--- src/rtl/fpu_div.sv ---
// Iterative binary32 divider: one restoring quotient bit per clock, truncating, no subnormals.
// Special operands finish on the accepting edge; the normal path takes 25 DIV cycles.
module fpu_div (
  input  logic        clk,
  input  logic        rst_n,
  input  logic        start,
  input  logic [31:0] a,
  input  logic [31:0] b,
  output logic        busy,
  output logic        done,
  output logic [31:0] result
);

  localparam logic [1:0] S_IDLE = 2'd0;
  localparam logic [1:0] S_DIV  = 2'd1;
  localparam logic [1:0] S_DONE = 2'd2;

  logic [1:0]  state_q, state_d;
  logic [31:0] result_q, result_d;
  logic [24:0] rem_q, rem_d;
  logic [24:0] q_q, q_d;
  logic [23:0] mb_q, mb_d;
  logic [7:0]  ea_q, ea_d;
  logic [7:0]  eb_q, eb_d;
  logic [4:0]  cnt_q, cnt_d;
  logic        sgn_q, sgn_d;

  logic        a_zero, a_inf, a_nan, b_zero, b_inf, b_nan;
  logic        rem_ge;
  logic [24:0] rem_sub;
  logic [24:0] q_next;
  logic signed [9:0] exp_s;
  logic [22:0] mant_n;

  // Exponent 0 covers both true zero and subnormals, which are flushed to zero.
  assign a_zero = (a[30:23] == 8'h00);
  assign b_zero = (b[30:23] == 8'h00);
  assign a_inf  = (a[30:23] == 8'hFF) && (a[22:0] == 23'd0);
  assign b_inf  = (b[30:23] == 8'hFF) && (b[22:0] == 23'd0);
  assign a_nan  = (a[30:23] == 8'hFF) && (a[22:0] != 23'd0);
  assign b_nan  = (b[30:23] == 8'hFF) && (b[22:0] != 23'd0);

  assign rem_ge  = (rem_q >= {1'b0, mb_q});
  assign rem_sub = rem_ge ? (rem_q - {1'b0, mb_q}) : rem_q;
  assign q_next  = q_q | ({24'd0, rem_ge} << cnt_q);

  // Normalisation works on the quotient including the bit decided this cycle.
  assign exp_s  = $signed({2'b00, ea_q} - {2'b00, eb_q} + (q_next[24] ? 10'd127 : 10'd126));
  assign mant_n = q_next[24] ? q_next[23:1] : q_next[22:0];

  always_comb begin
    state_d  = state_q;
    result_d = result_q;
    rem_d    = rem_q;
    q_d      = q_q;
    mb_d     = mb_q;
    ea_d     = ea_q;
    eb_d     = eb_q;
    cnt_d    = cnt_q;
    sgn_d    = sgn_q;
    case (state_q)
      S_IDLE: begin
        if (start) begin
          sgn_d = a[31] ^ b[31];
          ea_d  = a[30:23];
          eb_d  = b[30:23];
          mb_d  = {1'b1, b[22:0]};
          rem_d = {2'b01, a[22:0]};
          q_d   = 25'd0;
          cnt_d = 5'd24;
          state_d = S_DONE;
          if (a_nan || b_nan)
            result_d = 32'h7FC00000;
          else if ((a_inf && b_inf) || (a_zero && b_zero))
            result_d = 32'h7FC00000;
          else if (a_inf || b_zero)
            result_d = {a[31] ^ b[31], 8'hFF, 23'd0};
          else if (a_zero || b_inf)
            result_d = {a[31] ^ b[31], 31'd0};
          else
            state_d = S_DIV;
        end
      end
      S_DIV: begin
        rem_d = rem_sub << 1;
        q_d   = q_next;
        cnt_d = cnt_q - 5'd1;
        if (cnt_q == 5'd0) begin
          state_d = S_DONE;
          if (exp_s >= 10'sd255)
            result_d = {sgn_q, 8'hFF, 23'd0};
          else if (exp_s <= 10'sd0)
            result_d = {sgn_q, 31'd0};
          else
            result_d = {sgn_q, exp_s[7:0], mant_n};
        end
      end
      S_DONE:  state_d = S_IDLE;
      default: state_d = S_IDLE;
    endcase
  end

  always_ff @(posedge clk or negedge rst_n) begin
    if (!rst_n) begin
      state_q  <= S_IDLE;
      result_q <= 32'd0;
      rem_q    <= 25'd0;
      q_q      <= 25'd0;
      mb_q     <= 24'd0;
      ea_q     <= 8'd0;
      eb_q     <= 8'd0;
      cnt_q    <= 5'd0;
      sgn_q    <= 1'b0;
    end else begin
      state_q  <= state_d;
      result_q <= result_d;
      rem_q    <= rem_d;
      q_q      <= q_d;
      mb_q     <= mb_d;
      ea_q     <= ea_d;
      eb_q     <= eb_d;
      cnt_q    <= cnt_d;
      sgn_q    <= sgn_d;
    end
  end

  assign busy   = (state_q == S_DIV);
  assign done   = (state_q == S_DONE);
  assign result = result_q;

endmodule

--- config.mk ---
export PLATFORM = sky130hd
export DESIGN_NAME = fpu_div
export DESIGN_NICKNAME = d
export VERILOG_FILES = /design/src/rtl/fpu_div.sv
export SDC_FILE = /design/constraint.sdc
export NUM_CORES = 1
export LEC_CHECK = 0
export ABC_AREA = 1
export BUFFER_PORTS_ARGS = -buffer_cell sky130_fd_sc_hd__clkbuf_2
export CORE_ASPECT_RATIO = 1.5
export CORE_MARGIN = 2
export CORE_UTILIZATION = 59
export CTS_CLUSTER_DIAMETER = 80
export CTS_CLUSTER_SIZE = 12
export DETAILED_ROUTE_END_ITERATION = 8
export PLACE_DENSITY = 0.81
export SYNTH_ARGS = -nofsm -noshare
export SYNTH_HDL_FRONTEND = slang
export SYNTH_SLANG_ARGS = --single-unit
--- constraint.sdc ---
create_clock -name clk -period 4 [get_ports clk]
set_input_delay 0.4 -clock clk [delete_from_list [all_inputs] [get_ports clk]]
set_output_delay 0.4 -clock clk [all_outputs]
set_load 0.01 [all_outputs]
==> results of run 1 <==
## layout by cell type, fill, tap and decap left out, drive strengths merged, types with 4 or more instances in the layout
master / Yosys / layout
nand2: 318 / 318
inv: 158 / 166
dfrtp: 130 / 130
o21ai: 118 / 118
clkbuf: 27 / 117
nor2: 104 / 104
a21oi: 82 / 82
nand3: 75 / 75
ha: 36 / 36
buf: 11 / 15
nand4: 14 / 14
xnor2: 11 / 11
nor3: 10 / 10
o211ai: 10 / 10
o21bai: 9 / 9
nor4: 9 / 9
a31oi: 8 / 8
xor2: 5 / 5
a21o: 4 / 4
nand3b: 4 / 4
o221ai: 4 / 4
## final timing paths
path                            slack (ps)  depth (start not counted)  startpoint    endpoint
worst max register to register         350                         28    rem_q[3]  result[24]
max in group asynchronous             2980                          2       rst_n     ea_q[3]
worst max-delay path                   350                         28    rem_q[3]  result[24]
worst min-delay path                    20                          1       rst_n     mb_q[6]
worst min register to register         460                          2    mb_q[23]    mb_q[23]
min in group clk                       190                          3        b[9]     mb_q[9]
## through the flow
stage | worst slack [ps] | area [sq um] | instances | utilization
finish | 347 | 9600 | 1433 | 0.693
global route | 1.92 | 9600 | 1433 | 0.693
CTS | 269 | 9580 | 1432 | 0.691
detailed placement | 323 | 8960 | 1400 | 0.646
global placement | 441 | 8960 | 1400 | 0.646
floorplan | 598 | 8300 | 1160 | -
## layer usage
layer,wire (um),track usage,vias up
met5,0,0,-
met4,1150,0.174,0
met3,861,0.0525,85
met2,11800,0.567,227
met1,8780,0.342,3720
li1,-,-,3966
## repair_timing
action | CTS | global route
setup buffers | 0 | 1
resized for setup | 0 | 1
endpoints found under the setup margin | 0 | 16
## layout make-up
type	instances	area [sq um]
Clock buffer	18	429
Clock inverter	14	190
Fill cell	1209	4260
Inverter	158	593
Multi-Input combinational cell	834	4310
Sequential cell	130	3250
Tap cell	165	206
Timing Repair Buffer	114	621
## flip-flops by register name (all words and copies together), names as in the netlist
signal,count
eb_q,8
cnt_q,5
sgn_q,1
q_q,25
rem_q,25
ea_q,8
result,32
mb_q,24
state_q,2
## cell families after synthesis
logic type,count (synthesis),share of synthesized area
DFF,130,0.392
xor gates and xnor gates,16,0.0169
AOI/OAI and AO/OA,243,0.160
adders and majority gates,38,0.0591
buffers and inverters,196,0.0912
and+or+nand+nor,537,0.281
==> flow_summary.ini, run 1 <==
[yosys]
yosysSeqAreaShare = 0.392
synth_cells = 1160
yosysWarnings = 0
synth_area_leaders = dfrtp_1 (39%), nand2_1 (14%), inv_1 (6.9%)
synth_flop_cell = dfrtp_1
synthArstFlopShare = 1.00
synthTopCellsByCount = nand2_1 (308), inv_1 (153), dfrtp_1 (130)
synth_edf_count = 0
yosys.area.top_type = dfrtp_1
syn_area_sq_um = 8300
synth_top_area_frac = 0.392
yosysMostFrequentCell = nand2_1
ys_ff_latch = 130
syn_area_per_cell_sq_um = 7.16
syn_nets = 1265
synth_cell_types = 43

[routing]
via_count = 7998
routed_wl_um = 22600
dr.pass1.iters = 7
drtIter0Drc = 434
ant_nets = 0
viasPerCell = 5.58
avgRoutedWirePerCell_um = 15.8
drc = 0

[cts]
cts.sinks = 130
htreeDepth = 4
worstSkewPairLatency_ps = 430
clock_tree.buffer_depth = 2
cts_made_buffers = 17
path_clk_slew_ps = 70
cts.root.buffer_cell = clkbuf_16
cts_hold_buf = 0
cts_tree = yes

[floorplan]
die_area_sq_um = 15100
coreArea_sq_um = 13900
rows = 53
start_util = 0.599
fp.dieH_um = 149
die-width_um = 101
io_pins = 101

[sta]
fmax_mhz = 274
holdWs_ps = 22.0
rsz0062_at_grt = false
setup_viol = 0
timing.setup.tns_ps = 0
slew-limit-headroom = 0.501
finalCritPeriodShare = 0.913
hold_viol = 0
worst_slew_pin_slew_ps = 748
clock_skew_ps = 16.5
drv_slew = 0
min_period_ps = 3650

[worst_setup_path]
crit_top_cell = nand2_1
crit_arrival_ps = 3970
cp_slowest_cell = dfrtp_1
cp_top_family = simple AND/OR/NAND/NOR gates
worstPathRequired_ps = 4320
path_buf_inv = 4
critical_path_class = register to register
cp-end-kind = register
worst_setup_path_start_kind = register
critPathMaxStageDelay_ps = 410
crit_fanout = 6

[global_route]
antenna_found_initial = 0
grt_pass1_vias = 7975
grt_pass1_wl_um = 37000
grt_max_degree = 85
track_usage = 0.314
overflow = 0

[place]
dp_hpwl_um = 16600
place.gp.congestion = 0.981
placement.io_buffers = 100

[status]
outcome = finished clean

[cells_and_area]
nets = 1360
syn_to_final_growth_pct = 15.6
layout-drive-gt1-share = 0.146
antenna_cells = 0

[run]
max_cap_violations = 0

[min_path]
hold_path_class = input port to async pin
Power of run 1 is not shown: default switching activity piles up to over one toggle a cycle in this logic, so the estimate is an artifact.
==> run 2, diff against run 1 <==
--- a/config.mk
+++ b/config.mk
@@ -9,11 +9,12 @@
 export BUFFER_PORTS_ARGS = -buffer_cell sky130_fd_sc_hd__clkbuf_2
 export CORE_ASPECT_RATIO = 1.5
 export CORE_MARGIN = 2
-export CORE_UTILIZATION = 59
+export CORE_UTILIZATION = 55
 export CTS_CLUSTER_DIAMETER = 80
 export CTS_CLUSTER_SIZE = 12
 export DETAILED_ROUTE_END_ITERATION = 8
-export PLACE_DENSITY = 0.81
+export PLACE_DENSITY = 0.76
+export SLEW_MARGIN = 10
 export SYNTH_ARGS = -nofsm -noshare
 export SYNTH_HDL_FRONTEND = slang
 export SYNTH_SLANG_ARGS = --single-unit
==> flow_summary.ini, run 2 (synthesis gave the netlist of run 1 again) <==
[floorplan]
die-width_um = 104
start_util = 0.556
rows = 55
io_pins = 101
die_area_sq_um = 16100
coreArea_sq_um = 14900
fp.dieH_um = 154

[place]
post-place-ws_ps = 269
dp_hpwl_um = 16300
place.gp.congestion = 0.976
placement.io_buffers = 100

[worst_setup_path]
worstPathRequired_ps = 4350
cp_top_family = simple AND/OR/NAND/NOR gates
critPathMaxStageDelay_ps = 400
path_buf_inv = 3
crit_arrival_ps = 3910
critical_path_class = register to register
cp_slowest_cell = dfrtp_1
worst_setup_path_start_kind = register
cp-end-kind = register
crit_fanout = 6
crit_top_cell = nand2_1

[sta]
clock_skew_ps = 9.03
setup_viol = 0
min_period_ps = 3570
fmax_mhz = 280
timing.final.ws_setup_ps = 432
hold_viol = 0
finalCritPeriodShare = 0.892
timing.setup.tns_ps = 0
worst_slew_pin_slew_ps = 992
rsz0062_at_grt = false
drv_slew = 0
slew-limit-headroom = 0.338

[global_route]
grt_max_degree = 85
antenna_found_initial = 0
grt_pass1_wl_um = 36100
grt_pass1_vias = 7580
track_usage = 0.281
overflow = 0

[routing]
drc = 0
viasPerCell = 5.40
dr.pass1.iters = 6
avgRoutedWirePerCell_um = 14.9
routed_wl_um = 21900
ant_nets = 0
via_count = 7915
drtIter0Drc = 414

[min_path]
hold_path_class = input port to async pin

[cells_and_area]
nets = 1359
antenna_cells = 0
largest_register_ffs = 32
layout_common_cells = nand2_1 (308), inv_1 (153), dfrtp_1 (130)
layout-drive-gt1-share = 0.146
final_common_cell = nand2_1
syn_to_final_growth_pct = 15.8

[cts]
path_clk_slew_ps = 60
cts_hold_buf = 0
cts_made_buffers = 17
cts.sinks = 130
cts_tree = yes
cts.root.buffer_cell = clkbuf_16
worstSkewPairLatency_ps = 430
clock_tree.buffer_depth = 2
htreeDepth = 4

[run]
max_cap_violations = 0

[status]
outcome = finished clean
## run 2: cell types whose count changed in the layout (fill, tap and decap cells not counted), sizes merged
| cell | before | now |
|---|---|---|
| inv | 166 | 163 |
| bufinv | 3 | 2 |
| clkbuf | 117 | 118 |
| clkinvlp | 0 | 3 |
| buf | 15 | 14 |
## run 2: worst reg2reg max path: stages (launching register included)
cell	delay (ps)
dfrtp_1	400
ha_1	370
a21oi_1	240
nand2_1	80
nand2_1	70
nand3_2	130
nand2_1	110
nand3_2	100
nand4_1	80
nand2_1	90
ha_1	190
inv_1	90
ha_1	160
nand2_1	80
inv_2	60
nand3_1	100
nor2_2	110
nand3_1	120
nand2_1	130
inv_1	60
nor2_1	90
nand2_1	70
nand2_2	140
nand2_1	100
nand2_2	130
o21ai_0	100
o21ai_1	110
## run 2: routing by layer
| metal | track usage | part of all wire | wire (um) |
|---|---|---|---|
| met5 | 0 | 0 | 0 |
| met1 | 0.320 | 0.40 | 8740 |
| met2 | 0.506 | 0.52 | 11500 |
| met3 | 0.0455 | 0.037 | 814 |
| met4 | 0.142 | 0.040 | 869 |
## run 2: timing repair
action,in CTS,in global routing
setup buffers,0,1
resized for setup,0,2
setup endpoints to repair,0,29
## run 2: final timing paths
kind                            startpoint          to  slack (ps)  depth (start not counted)
worst max register to register    rem_q[4]  result[27]         430                         26
worst max-delay path              rem_q[4]  result[27]         430                         26
worst min-delay path                 rst_n     mb_q[4]          90                          1
max in group asynchronous            rst_n    mb_q[13]        2970                          2
min in group clk                      b[0]     mb_q[0]         190                          3
worst min register to register    mb_q[23]    mb_q[23]         460                          2
## run 2: area by class of cell
| class | count | area [sq um] |
|---|---|---|
| timing repair buffer | 113 | 613 |
| sequential | 130 | 3250 |
| fill | 1369 | 5320 |
| tap | 199 | 249 |
| clock buffer | 19 | 443 |
| multi-input combinational | 834 | 4310 |
| inverter | 158 | 593 |
| clock inverter | 13 | 150 |
## run 2: per-stage QoR
stage               std cells  utilization  hold slack, ps  instance area [sq um]
detailed placement       1433        0.602             448                   8990
global route             1466        0.644             187                   9610
finish                   1466        0.644            87.0                   9610
CTS                      1465        0.642             139                   9590
global placement         1433        0.602             444                   8990
floorplan                1160            -             104                   8300
Power of run 2 is left out for the same reason.
